**src/rtl/memory_arbiter_pkg.sv**
```systemverilog
// Shared encodings for the CPU/debug memory arbiter.
package memory_arbiter_pkg;

  typedef enum logic {
    S_CPU = 1'b0,
    S_DBG = 1'b1
  } arb_state_t;

  localparam logic OWNER_CPU = 1'b0;
  localparam logic OWNER_DBG = 1'b1;

  localparam int DEFAULT_WORDS = 512;

endpackage

```
**src/rtl/arbiter_hold_counter.sv**
```systemverilog
// Saturating count of consecutive CPU grants taken while debug is waiting.
// at_max flags the increment that brings the count up to MAX_HOLD, so the
// arbiter can schedule the forced debug slot for the very next cycle.
module arbiter_hold_counter #(
  parameter int MAX_HOLD = 8,
  parameter int CNT_BITS = $clog2(MAX_HOLD + 1)
) (
  input  logic clk,
  input  logic clr,
  input  logic inc,
  input  logic clear,
  output logic at_max
);

  localparam logic [CNT_BITS-1:0] MAX_VAL = CNT_BITS'(MAX_HOLD);

  logic [CNT_BITS-1:0] count;

  assign at_max = inc && (count == MAX_VAL - 1'b1);

  // count CPU grants under debug pressure; clear wins over increment
  always_ff @(posedge clk) begin
    if (!clr) begin
      count <= '0;
    end else if (clear) begin
      count <= '0;
    end else if (inc && (count != MAX_VAL)) begin
      count <= count + 1'b1;
    end
  end

endmodule

```
**src/rtl/memory_arbiter.sv**
```systemverilog
// Arbitrates the single-port program memory between the CPU datapath and the
// debug/loader port. CPU has priority; a hold counter forces one debug slot
// after MAX_HOLD back-to-back CPU grants, and dbg_lock excludes the CPU.
module memory_arbiter
  import memory_arbiter_pkg::*;
#(
  parameter int BITS      = 32,
  parameter int WORDS     = DEFAULT_WORDS,
  parameter int ADDR_BITS = $clog2(WORDS),
  parameter int MAX_HOLD  = 8
) (
  input  logic                 clk,
  input  logic                 clr,
  input  logic                 cpu_req,
  input  logic                 cpu_we,
  input  logic [ADDR_BITS-1:0] cpu_addr,
  input  logic [BITS-1:0]      cpu_wdata,
  output logic                 cpu_gnt,
  output logic                 cpu_rvalid,
  output logic [BITS-1:0]      cpu_rdata,
  input  logic                 dbg_req,
  input  logic                 dbg_we,
  input  logic [ADDR_BITS-1:0] dbg_addr,
  input  logic [BITS-1:0]      dbg_wdata,
  input  logic                 dbg_lock,
  output logic                 dbg_gnt,
  output logic                 dbg_rvalid,
  output logic [BITS-1:0]      dbg_rdata,
  output logic [ADDR_BITS-1:0] mem_address,
  output logic [BITS-1:0]      mem_data_in,
  output logic                 mem_en,
  input  logic [BITS-1:0]      mem_data_out
);

  arb_state_t state;
  logic       rd_pending;
  logic       rd_owner;
  logic       cpu_win;
  logic       dbg_win;
  logic       hold_inc;
  logic       hold_clear;
  logic       hold_at_max;
  logic       enter_dbg;

  // grant decision: lock or the forced slot favour debug, otherwise CPU first
  always_comb begin
    cpu_win = 1'b0;
    dbg_win = 1'b0;
    if (clr) begin
      if (dbg_lock || (state == S_DBG)) begin
        dbg_win = dbg_req;
        cpu_win = cpu_req && !dbg_req && !dbg_lock;
      end else begin
        cpu_win = cpu_req;
        dbg_win = dbg_req && !cpu_req;
      end
    end
  end

  assign cpu_gnt = cpu_win;
  assign dbg_gnt = dbg_win;

  // steer the granted port onto the memory; idle bus is all zeros
  always_comb begin
    mem_address = '0;
    mem_data_in = '0;
    mem_en      = 1'b0;
    if (cpu_win) begin
      mem_address = cpu_addr;
      mem_data_in = cpu_wdata;
      mem_en      = cpu_we;
    end else if (dbg_win) begin
      mem_address = dbg_addr;
      mem_data_in = dbg_wdata;
      mem_en      = dbg_we;
    end
  end

  assign hold_inc   = cpu_win && dbg_req;
  assign enter_dbg  = (state == S_CPU) && hold_at_max;
  assign hold_clear = dbg_win || !dbg_req || enter_dbg;

  arbiter_hold_counter #(
    .MAX_HOLD (MAX_HOLD)
  ) u_hold (
    .clk    (clk),
    .clr    (clr),
    .inc    (hold_inc),
    .clear  (hold_clear),
    .at_max (hold_at_max)
  );

  // priority state and read-return tracking
  always_ff @(posedge clk) begin
    if (!clr) begin
      state      <= S_CPU;
      rd_pending <= 1'b0;
      rd_owner   <= OWNER_CPU;
    end else begin
      if (state == S_DBG) begin
        state <= S_CPU;
      end else if (hold_at_max) begin
        state <= S_DBG;
      end
      rd_pending <= (cpu_win && !cpu_we) || (dbg_win && !dbg_we);
      rd_owner   <= dbg_win ? OWNER_DBG : OWNER_CPU;
    end
  end

  // memory output is registered, so read data lines up with rd_pending
  assign cpu_rvalid = clr && rd_pending && (rd_owner == OWNER_CPU);
  assign dbg_rvalid = clr && rd_pending && (rd_owner == OWNER_DBG);
  assign cpu_rdata  = mem_data_out;
  assign dbg_rdata  = mem_data_out;

endmodule

```
**config.mk**
```make
export PLATFORM = sky130hd
export DESIGN_NAME = memory_arbiter
export DESIGN_NICKNAME = d
export VERILOG_FILES = /design/src/rtl/memory_arbiter_pkg.sv /design/src/rtl/arbiter_hold_counter.sv /design/src/rtl/memory_arbiter.sv
export SDC_FILE = /design/constraint.sdc
export NUM_CORES = 1
export LEC_CHECK = 0
export CAP_MARGIN = 20
export CELL_PAD_IN_SITES_DETAIL_PLACEMENT = 0
export CELL_PAD_IN_SITES_GLOBAL_PLACEMENT = 2
export CORE_MARGIN = 1.5
export CORE_UTILIZATION = 10
export CTS_BUF_LIST = sky130_fd_sc_hd__clkbuf_4 sky130_fd_sc_hd__clkbuf_8
export DETAILED_ROUTE_END_ITERATION = 6
export HOLD_SLACK_MARGIN = 0.12
export PLACE_DENSITY_LB_ADDON = 0.15
export SYNTH_ARGS = -nofsm -noshare
export SYNTH_HDL_FRONTEND = slang
export SYNTH_SLANG_ARGS = --single-unit
```
**constraint.sdc**
```tcl
create_clock -name clk -period 2.4 [get_ports clk]
set_clock_uncertainty 0.2 [all_clocks]
set_input_delay 0.6 -clock clk [delete_from_list [all_inputs] [get_ports clk]]
set_output_delay 0.6 -clock clk [all_outputs]
set_load 0.01 [all_outputs]
```
==> flow_summary_export.csv, run 1 <==
group,metric,value,unit
grt,grt_overflow,0,
detailed_routing,postRouteAntennaNets,0,
sta,finalCriticalPeriod,2.434,ns
synthesis,synth_area,0.001301,mm^2
place,dp_hpwl,4290,um
sta,fin_ws,-0.03369,ns
layout,layout-drive-gt1-share,0.3485,
pwr,p_sw,0.1770,mW
grt,antenna_found_initial,0,
place,port_buffers,134,
pwr,p_leak,1.138,nW
floorplanning,coreArea,0.01267,mm^2
pwr,vdd_drop_max,0.1996,mV
layout,final.fill_count,1417,
layout,antenna_cells,0,
clock_tree,insertion_delay,0.23,ns
clock_tree,holdBufCountCts,0,
layout,synthToLayoutAreaGrowth,98.85,%
status,status,"finished with violations",
setup_path,path_class,"in2out",
synthesis,postSynthAreaPerCell,8.561,um^2
sta,slew_headroom,0.7874,
place,place_congestion,0.6474,
setup_path,required,1.60,ns
floorplanning,rows,41,
detailed_routing,dr.pass1.iters,3,
setup_path,worstPathCellList,"buf_8 -> nor3b_4 -> nor2_4 -> buf_12 -> buf_16 -> a22o_4 -> buf_6",
grt,grt_pass1_wl,8107,um
detailed_routing,vias,1379,
layout,nNetsFinal,365,
worst_hold_path,hp-class,"reg2reg",
pwr,p_seq_frac,0.182,
floorplanning,io_pins,231,
detailed_routing,first_iter_violations,26,
synthesis,synth-edff-count,0,
setup_path,slowest_stage,"nor3b_4",
pwr,p_int,0.4863,mW
sta,clock.fmax,410.9,MHz
pwr,p_per_area,256.3,mW/mm^2
setup_path,start_kind,"primary input",
grt,grt_pass1_vias,1358,
clock_tree,clock-root-buffer,"clkbuf_8",
pwr,clockPowerShare,0.250,
sta,rsz0062_at_grt,"true",
detailed_routing,routed_wirelength,6148,um
layout,final_util,0.2042,
sta,worst_pin_slew,0.3185,ns
sta,finalCritPeriodShare,1.014,
clock_tree,htree_levels,1,
floorplanning,die_y,117.1,um
job,maxCapViolCount,0,
sta,setup_viol,27,
pwr,power_frac_comb,0.568,
pwr,swShare,0.2669,
setup_path,end_kind,"output port",
grt,grt_usage,0.08008,
synthesis,ys_warn_count,0,
clock_tree,numCtsBuffers,3,
synthesis,synth_cell_type_count,21,
layout,layout_common_cells,"clkdlybuf4s50_1, a22o_1, buf_2",
clock_tree,cts.clk_slew.worst_paths,0.04,ns
synthesis,syn_nets,275,
setup_path,crit_fanout,7,
setup_path,cp_slowest_stage_delay,0.23,ns
layout,layout_commonest_cell,"clkdlybuf4s50_1",
synthesis,ys_ff_latch,7,
clock_tree,cts_sinks,7,
detailed_routing,vias_per_cell,3.339,
synthesis,synthArstFlopShare,0,
sta,hold_viol_final,0,
clock_tree,cts_tree,"done",
clock_tree,clk_path_buf_depth,2,
detailed_routing,wl_per_cell,14.89,um
grt,grt_max_degree,9,
synthesis,synth_cells,152,
detailed_routing,drc_errors,0,
synthesis,ys_seq_area_frac,0.1077,
floorplanning,initial_core_util,0.1027,
floorplanning,die_w,117.1,um
synthesis,dominantRegCellSynth,"dfxtp_1",
sta,slew_violations,0,
pwr,power,0.6633,mW
floorplanning,dieArea,0.01371,mm^2
setup_path,arrival,1.63,ns
status,violations,"negative setup slack",
## worst max-delay path, delay by kind of cell
kind / cells / cell delay, ns
buf+inv: 4 / 0.50
simple gates: 2 / 0.31
compound gates: 1 / 0.21
## metrics by stage
step | setup TNS [ns] | instance area [um^2] | setup WS, ns | std cells | hold WS [ns]
after floorplan | 0 | 1301 | 0.2282 | 152 | 0.2920
after global placement | -37.83 | 2385 | -0.8858 | 394 | 0.3441
after detailed placement | -36.87 | 2385 | -0.8650 | 394 | 0.3246
after CTS | -0.6124 | 2572 | -0.03401 | 413 | 0.3399
after global routing | -2.388 | 2587 | -0.09051 | 413 | 0.3752
final | -0.4048 | 2587 | -0.03369 | 413 | 0.3395
## power by group through the flow
stage | sequential, mW | clock, mW | combinational, mW
global route | 0.121 | 0.184 | 0.403
detailed placement | 0.122 | 0 | 0.352
floorplan | 0.122 | 0 | 0.211
global placement | 0.123 | 0 | 0.354
finish | 0.121 | 0.166 | 0.377
CTS | 0.121 | 0.171 | 0.381
## flip-flops by register name, indices dropped and copies added, names as in the netlist
signal and cells:
state 1, rd_owner 1, rd_pending 1, u_hold.count 4
## layer usage
layer | vias to the layer above | global-route usage | wire (um)
met2 | 74 | 0.1493 | 3241
met3 | 20 | 0.02214 | 555
met5 | - | 0 | 0
li1 | 667 | - | -
met1 | 618 | 0.08698 | 2239
met4 | 0 | 0.02731 | 112
## final timing paths
| path | start | cells after the start | slack, ns | to |
|---|---|---|---|---|
| hold reg to reg | u_hold.count[2] | 2 | 0.34 | state |
| setup / recovery | dbg_lock | 7 | -0.03 | mem_address[8] |
| setup reg to reg | state | 6 | 0.83 | u_hold.count[0] |
| hold / removal | u_hold.count[2] | 2 | 0.34 | state |
## synthesized netlist by cell type, types with 2 or more instances
master    count  area share
buf_4        64        0.37
a22o_1       39        0.26
buf_6         8       0.069
dfxtp_1       7        0.11
nor2_1        7       0.020
a22o_2        3       0.023
inv_1         3      0.0087
nand2_1       3      0.0087
nand3b_1      3       0.017
ha_1          2       0.019
nand3_1       2      0.0077
xor2_1        2       0.013
## final cells by class
cell class / instances / area (um^2) / share of cell area
flip-flops and latches: 7 / 140.1 / 0.05416
inverters: 3 / 11.26 / 0.004352
repair buffers: 157 / 1578 / 0.6098
clock inverters: 1 / 5.005 / 0.001934
well taps: 172 / 215.2 / 0.08317
multi-input cells: 70 / 596.8 / 0.2307
clock buffers: 3 / 41.29 / 0.01596
## timing repair
action / CTS / global route
gates resized for setup: 210 / 8
buffers inserted: 8 / 0
pin swaps: 29 / 15
cloned: 8 / 0
endpoints found under the setup margin: 46 / 44
## logic make-up (layout without fill, tap and decap cells)
family                   Yosys count  in the layout  synth area share
AND/OR/NAND/NOR                   19             19           0.08654
AO/OA/AOI/OAI                     45             45            0.3115
flip-flops                         7              7            0.1077
buffers and inverters             75            164            0.4471
adder cells (fa/ha/maj)            2              2           0.01923
XOR/XNOR                           3              3           0.02020
multiplexers                       1              1          0.007693
Note: power is estimated with default switching activity, not from simulation.
==> inputs of run 2 (changes only) <==
--- a/config.mk
+++ b/config.mk
@@ -13,7 +13,7 @@
 export CTS_BUF_LIST = sky130_fd_sc_hd__clkbuf_4 sky130_fd_sc_hd__clkbuf_8
 export DETAILED_ROUTE_END_ITERATION = 6
 export HOLD_SLACK_MARGIN = 0.12
-export PLACE_DENSITY_LB_ADDON = 0.15
+export PLACE_DENSITY_LB_ADDON = 0.08
 export SYNTH_ARGS = -nofsm -noshare
 export SYNTH_HDL_FRONTEND = slang
 export SYNTH_SLANG_ARGS = --single-unit
==> run 2 against run 1 <==
Against the previous run: via count is 6.2% higher; the run still ends with negative setup slack left; critical path depth grew 1; routed wire length rose by 24%; flip-flop and latch count unchanged; combinational power is 8.8% higher; utilization rose by 0.88 points; critical path type unchanged; final cell count up 1.5%; largest cell class unchanged; count of clock-buffer cells in the layout grew 1; maximum frequency decreased by 3.8%; largest power group unchanged; first-iteration DRC count up 62%.
==> flow_summary_export.csv, run 2 (same netlist as run 1, synthesis figures left out) <==
group,metric,value,unit
layout,final.fill_count,1423,
worst_hold_path,hp-class,"reg2reg",
grt,grt_overflow,0,
setup_path,end_kind,"output port",
floorplanning,die_w,117.1,um
clock_tree,cts_tree,"done",
clock_tree,cts_sinks,7,
pwr,p_per_area,263.5,mW/mm^2
layout,layout-drive-gt1-share,0.3725,
status,violations,"negative setup slack",
pwr,power,0.7112,mW
sta,fin_ws,-0.1300,ns
detailed_routing,wl_per_cell,18.13,um
sta,rsz0062_at_grt,"true",
grt,grt_max_degree,17,
sta,clock.fmax,395.3,MHz
clock_tree,insertion_delay,0.23,ns
sta,setup_tns,-3.948,ns
place,dp_hpwl,5735,um
layout,largest_register_ff_count,4,
grt,antenna_found_initial,2,
pwr,vdd_drop_max,0.1848,mV
clock_tree,holdBufCountCts,0,
clock_tree,cts.clk_slew.worst_paths,0.04,ns
clock_tree,clk_path_buf_depth,2,
sta,slew_violations,0,
sta,setup_viol,42,
job,maxCapViolCount,0,
clock_tree,htree_levels,1,
worst_hold_path,hold_depth,2,
clock_tree,numCtsBuffers,3,
layout,antenna_cells,0,
detailed_routing,dr.pass1.iters,3,
detailed_routing,vias_per_cell,3.494,
layout,nNetsFinal,371,
setup_path,crit_fanout,5,
floorplanning,initial_core_util,0.1027,
floorplanning,rows,41,
setup_path,startpoint,"dbg_lock",
detailed_routing,routed_wirelength,7595,um
setup_path,r2r-start,"u_hold.count[0]",
pwr,p_leak,1.162,nW
place,port_buffers,134,
grt,grt_pass1_vias,1428,
sta,worst_pin_slew,0.4041,ns
clock_tree,clock-root-buffer,"clkbuf_8",
layout,synthToLayoutAreaGrowth,107.4,%
setup_path,r2r_cells,4,
status,status,"finished with violations",
setup_path,path_class,"in2out",
floorplanning,coreArea,0.01267,mm^2
setup_path,arrival,1.73,ns
detailed_routing,drc_errors,0,
layout,layout_commonest_cell,"clkdlybuf4s50_1",
layout,layout_common_cells,"clkdlybuf4s50_1, a22o_1, buf_6",
sta,hold_viol_final,0,
detailed_routing,vias,1464,
detailed_routing,postRouteAntennaNets,0,
setup_path,start_kind,"primary input",
sta,finalCriticalPeriod,2.530,ns
setup_path,cpMostUsedCell,"buf_6",
setup_path,required,1.60,ns
detailed_routing,first_iter_violations,42,
place,pre_cts_slack,-0.8484,ns
layout,top_register,"u_hold.count",
worst_hold_path,hp-start,"u_hold.count[3]",
sta,finalCritPeriodShare,1.054,
sta,slew_headroom,0.7303,
setup_path,slowest_stage,"a22o_4",
floorplanning,io_pins,231,
floorplanning,dieArea,0.01371,mm^2
setup_path,worstPathCellList,"buf_6 -> buf_6 -> nor3b_4 -> nor2_4 -> buf_6 -> buf_16 -> a22o_4 -> buf_6",
setup_path,cp_slowest_stage_delay,0.23,ns
floorplanning,die_y,117.1,um
sta,fin_hold_ws,0.3263,ns
grt,grt_pass1_wl,9653,um
place,place_congestion,0.6443,
grt,grt_usage,0.09859,
==> run 2: changes by cell type in the layout (fill, tap and decap cells not counted), sizes merged <==
| cell | before | now |
|---|---|---|
| dlymetal6s2s | 1 | 0 |
| clkinv | 1 | 0 |
| clkdlybuf4s50 | 85 | 86 |
| clkbuf | 4 | 6 |
| buf | 70 | 75 |
==> run 2: critical path, delay by kind of cell <==
family                 cells  cell delay, ns
AND/OR/NAND/NOR            2            0.30
AO/OA/AOI/OAI              1            0.23
buffers and inverters      5            0.58
==> run 2: timing repair <==
item,CTS,global route
pin swaps,14,3
buffers inserted,13,2
endpoints found under the setup margin,46,43
cloned,7,1
gates resized for setup,239,6
==> run 2: layer usage <==
metal  vias to the layer above  track usage  routed length, um
met2                       112       0.1817               3791
met3                        10      0.05458               1147
met1                       661       0.1016               2614
met5                         -            0                 19
met4                         2     0.009639                 23
li1                        679            -                  -
==> run 2: area by class of cell <==
class / instances / area, um^2 / share of cell area
clock buffer: 4 / 48.80 / 0.01808
multi-input combinational: 70 / 606.8 / 0.2248
timing repair buffer: 163 / 1677 / 0.6212
inverter: 3 / 11.26 / 0.004172
tap: 172 / 215.2 / 0.07974
sequential: 7 / 140.1 / 0.05192
==> run 2: power by group <==
part           switching, mW  internal, mW  leakage [nW]
registers            0.00139         0.119        0.0569
clock network         0.0539         0.126        0.0262
logic                  0.136         0.275          1.08
total                  0.191         0.520          1.16
==> run 2: worst paths after layout <==
kind | endpoint | slack [ns]
setup / recovery | mem_data_in[16] | -0.13
setup reg to reg | u_hold.count[1] | 0.88
hold reg to reg | u_hold.count[3] | 0.33
hold / removal | u_hold.count[3] | 0.33
==> run 2: metrics by stage <==
step | util | std cells | area (um^2)
2_1_floorplan | - | 152 | 1301
5_1_grt | 0.2130 | 419 | 2699
6_report | 0.2130 | 419 | 2699
3_5_place_dp | 0.1894 | 396 | 2400
4_1_cts | 0.2119 | 418 | 2685
3_3_place_gp | 0.1894 | 396 | 2400
==> inputs of run 3 (changes only) <==
--- a/config.mk
+++ b/config.mk
@@ -13,7 +13,7 @@
 export CTS_BUF_LIST = sky130_fd_sc_hd__clkbuf_4 sky130_fd_sc_hd__clkbuf_8
 export DETAILED_ROUTE_END_ITERATION = 6
 export HOLD_SLACK_MARGIN = 0.12
-export PLACE_DENSITY_LB_ADDON = 0.08
+export PLACE_DENSITY = 0.95
 export SYNTH_ARGS = -nofsm -noshare
 export SYNTH_HDL_FRONTEND = slang
 export SYNTH_SLANG_ARGS = --single-unit
==> run 3 against run 2 <==
Against the previous run: the flow still finishes with violations (negative setup slack); global-route usage decreased by 2.5 points; design area decreased by 5.6%; die area unchanged; highest routed layer is now met4; non-clock buffer count decreased by 1; clock power decreased by 3%; power decreased by 6.2%; combinational power decreased by 9.3%; maximum frequency decreased by 0.41%; count of clock-buffer cells in the layout unchanged; worst hold slack improved by 0.0085 ns; first-iteration DRC count decreased by 29%; critical path type unchanged; worst setup slack got worse by 0.010 ns.
==> flow_summary_export.csv, run 3 (same netlist as run 1, synthesis figures left out) <==
group,metric,value,unit
setup_path,start_kind,"primary input",
grt,grt_pass1_vias,1368,
sta,setup_viol,41,
setup_path,path_class,"in2out",
pwr,vdd_drop_max,0.3436,mV
layout,synthToLayoutAreaGrowth,95.87,%
clock_tree,numCtsBuffers,3,
floorplanning,coreArea,0.01267,mm^2
job,maxCapViolCount,0,
sta,finalCriticalPeriod,2.540,ns
detailed_routing,vias,1392,
floorplanning,dieArea,0.01371,mm^2
setup_path,required,1.60,ns
worst_hold_path,hp-class,"reg2reg",
grt,grt_pass1_wl,7307,um
place,place_congestion,0.6941,
floorplanning,initial_core_util,0.1027,
sta,worst_pin_slew,0.3020,ns
clock_tree,clock-root-buffer,"clkbuf_8",
setup_path,arrival,1.74,ns
clock_tree,cts_tree,"done",
grt,grt_max_degree,11,
setup_path,end_kind,"output port",
clock_tree,cts.clk_slew.worst_paths,0.04,ns
layout,layout-drive-gt1-share,0.3618,
sta,rsz0062_at_grt,"true",
layout,layout.area.seq,140.1,um^2
pwr,p_per_area,261.7,mW/mm^2
clock_tree,insertion_delay,0.22,ns
floorplanning,io_pins,231,
clock_tree,htree_levels,1,
sta,slew_violations,0,
floorplanning,rows,41,
clock_tree,clk_path_buf_depth,2,
layout,layout_commonest_cell,"clkdlybuf4s50_1",
setup_path,crit_fanout,4,
detailed_routing,first_iter_violations,30,
detailed_routing,wl_per_cell,14.13,um
floorplanning,die_y,117.1,um
layout,layout_common_cells,"clkdlybuf4s50_1, buf_2, a22o_1",
sta,hold_viol_final,0,
sta,fin_hold_ws,0.3348,ns
layout,top_register,"u_hold.count",
floorplanning,die_w,117.1,um
place,dp_hpwl,4059,um
clock_tree,holdBufCountCts,0,
layout,multi_input_area,596.8,um^2
status,violations,"negative setup slack",
detailed_routing,routed_wirelength,5907,um
layout,final.fill_count,1413,
detailed_routing,vias_per_cell,3.330,
sta,slew_headroom,0.7985,
detailed_routing,postRouteAntennaNets,0,
grt,grt_usage,0.07382,
place,port_buffers,134,
status,status,"finished with violations",
layout,largest_register_ff_count,4,
detailed_routing,drc_errors,0,
sta,finalCritPeriodShare,1.058,
grt,antenna_found_initial,0,
sta,fin_ws,-0.1403,ns
clock_tree,cts_sinks,7,
sta,setup_tns,-4.627,ns
sta,clock.fmax,393.7,MHz
grt,grt_overflow,0,
detailed_routing,dr.pass1.iters,4,
layout,antenna_cells,0,
layout,nNetsFinal,370,
pwr,p_leak,1.141,nW
-- run 3: cell types whose count changed in the layout (fill, tap and decap cells not counted), moves of 2 or more --
cell,delta
buf_2,+20
buf_6,-12
a22o_1,+2
buf_8,-4
buf_12,+2
buf_4,-4
-- run 3: stage by stage --
| step | util | std cells | setup slack [ns] | power [mW] | instance area, um^2 |
|---|---|---|---|---|---|
| after floorplan | - | 152 | 0.2282 | 0.3332 | 1301 |
| after global placement | 0.1884 | 396 | -0.8101 | 0.4716 | 2387 |
| after detailed placement | 0.1884 | 396 | -0.8514 | 0.4736 | 2387 |
| after CTS | 0.2008 | 418 | -0.2038 | 0.6785 | 2545 |
| after global routing | 0.2011 | 418 | -0.2324 | 0.7065 | 2549 |
| final | 0.2011 | 418 | -0.1403 | 0.6669 | 2549 |
-- run 3: timing repair --
item / in CTS / in global routing
cloned: 6 / 1
buffers inserted: 13 / 1
pin swaps: 5 / 9
setup endpoints to repair: 46 / 43
gates resized for setup: 211 / 8
-- run 3: layer usage --
layer  vias up  global-route usage  wire length [um]
met5         -                   0                 0
met2        75              0.1431              3054
li1        670                   -                 -
met1       632             0.07647              2236
met4         0             0.02892                84
met3        15             0.01699               532
-- run 3: worst paths after layout --
| check | startpoint | to | slack [ns] | cells after the start |
|---|---|---|---|---|
| hold reg to reg | u_hold.count[2] | state | 0.33 | 2 |
| hold / removal | u_hold.count[2] | state | 0.33 | 2 |
| setup reg to reg | u_hold.count[0] | u_hold.count[1] | 1.02 | 4 |
| setup / recovery | dbg_lock | mem_data_in[13] | -0.14 | 8 |
-- run 3: cell type report --
class / instances / area share
well taps: 172 / 0.08444
clock buffers: 4 / 0.01915
inverters: 3 / 0.004418
multi-input cells: 70 / 0.2342
repair buffers: 162 / 0.6028
flip-flops and latches: 7 / 0.05498
-- run 3: where the power goes --
group	internal [mW]	switching, mW
Sequential	0.119	0.00131
Clock	0.126	0.0481
Combinational	0.246	0.126
-- run 3: worst max-delay path, cell delays in order --
cell     delay (ns)
buf_6          0.09
buf_6          0.10
nor3b_4        0.23
nor2_4         0.09
buf_6          0.15
buf_16         0.13
a22o_1         0.19
buf_2          0.14
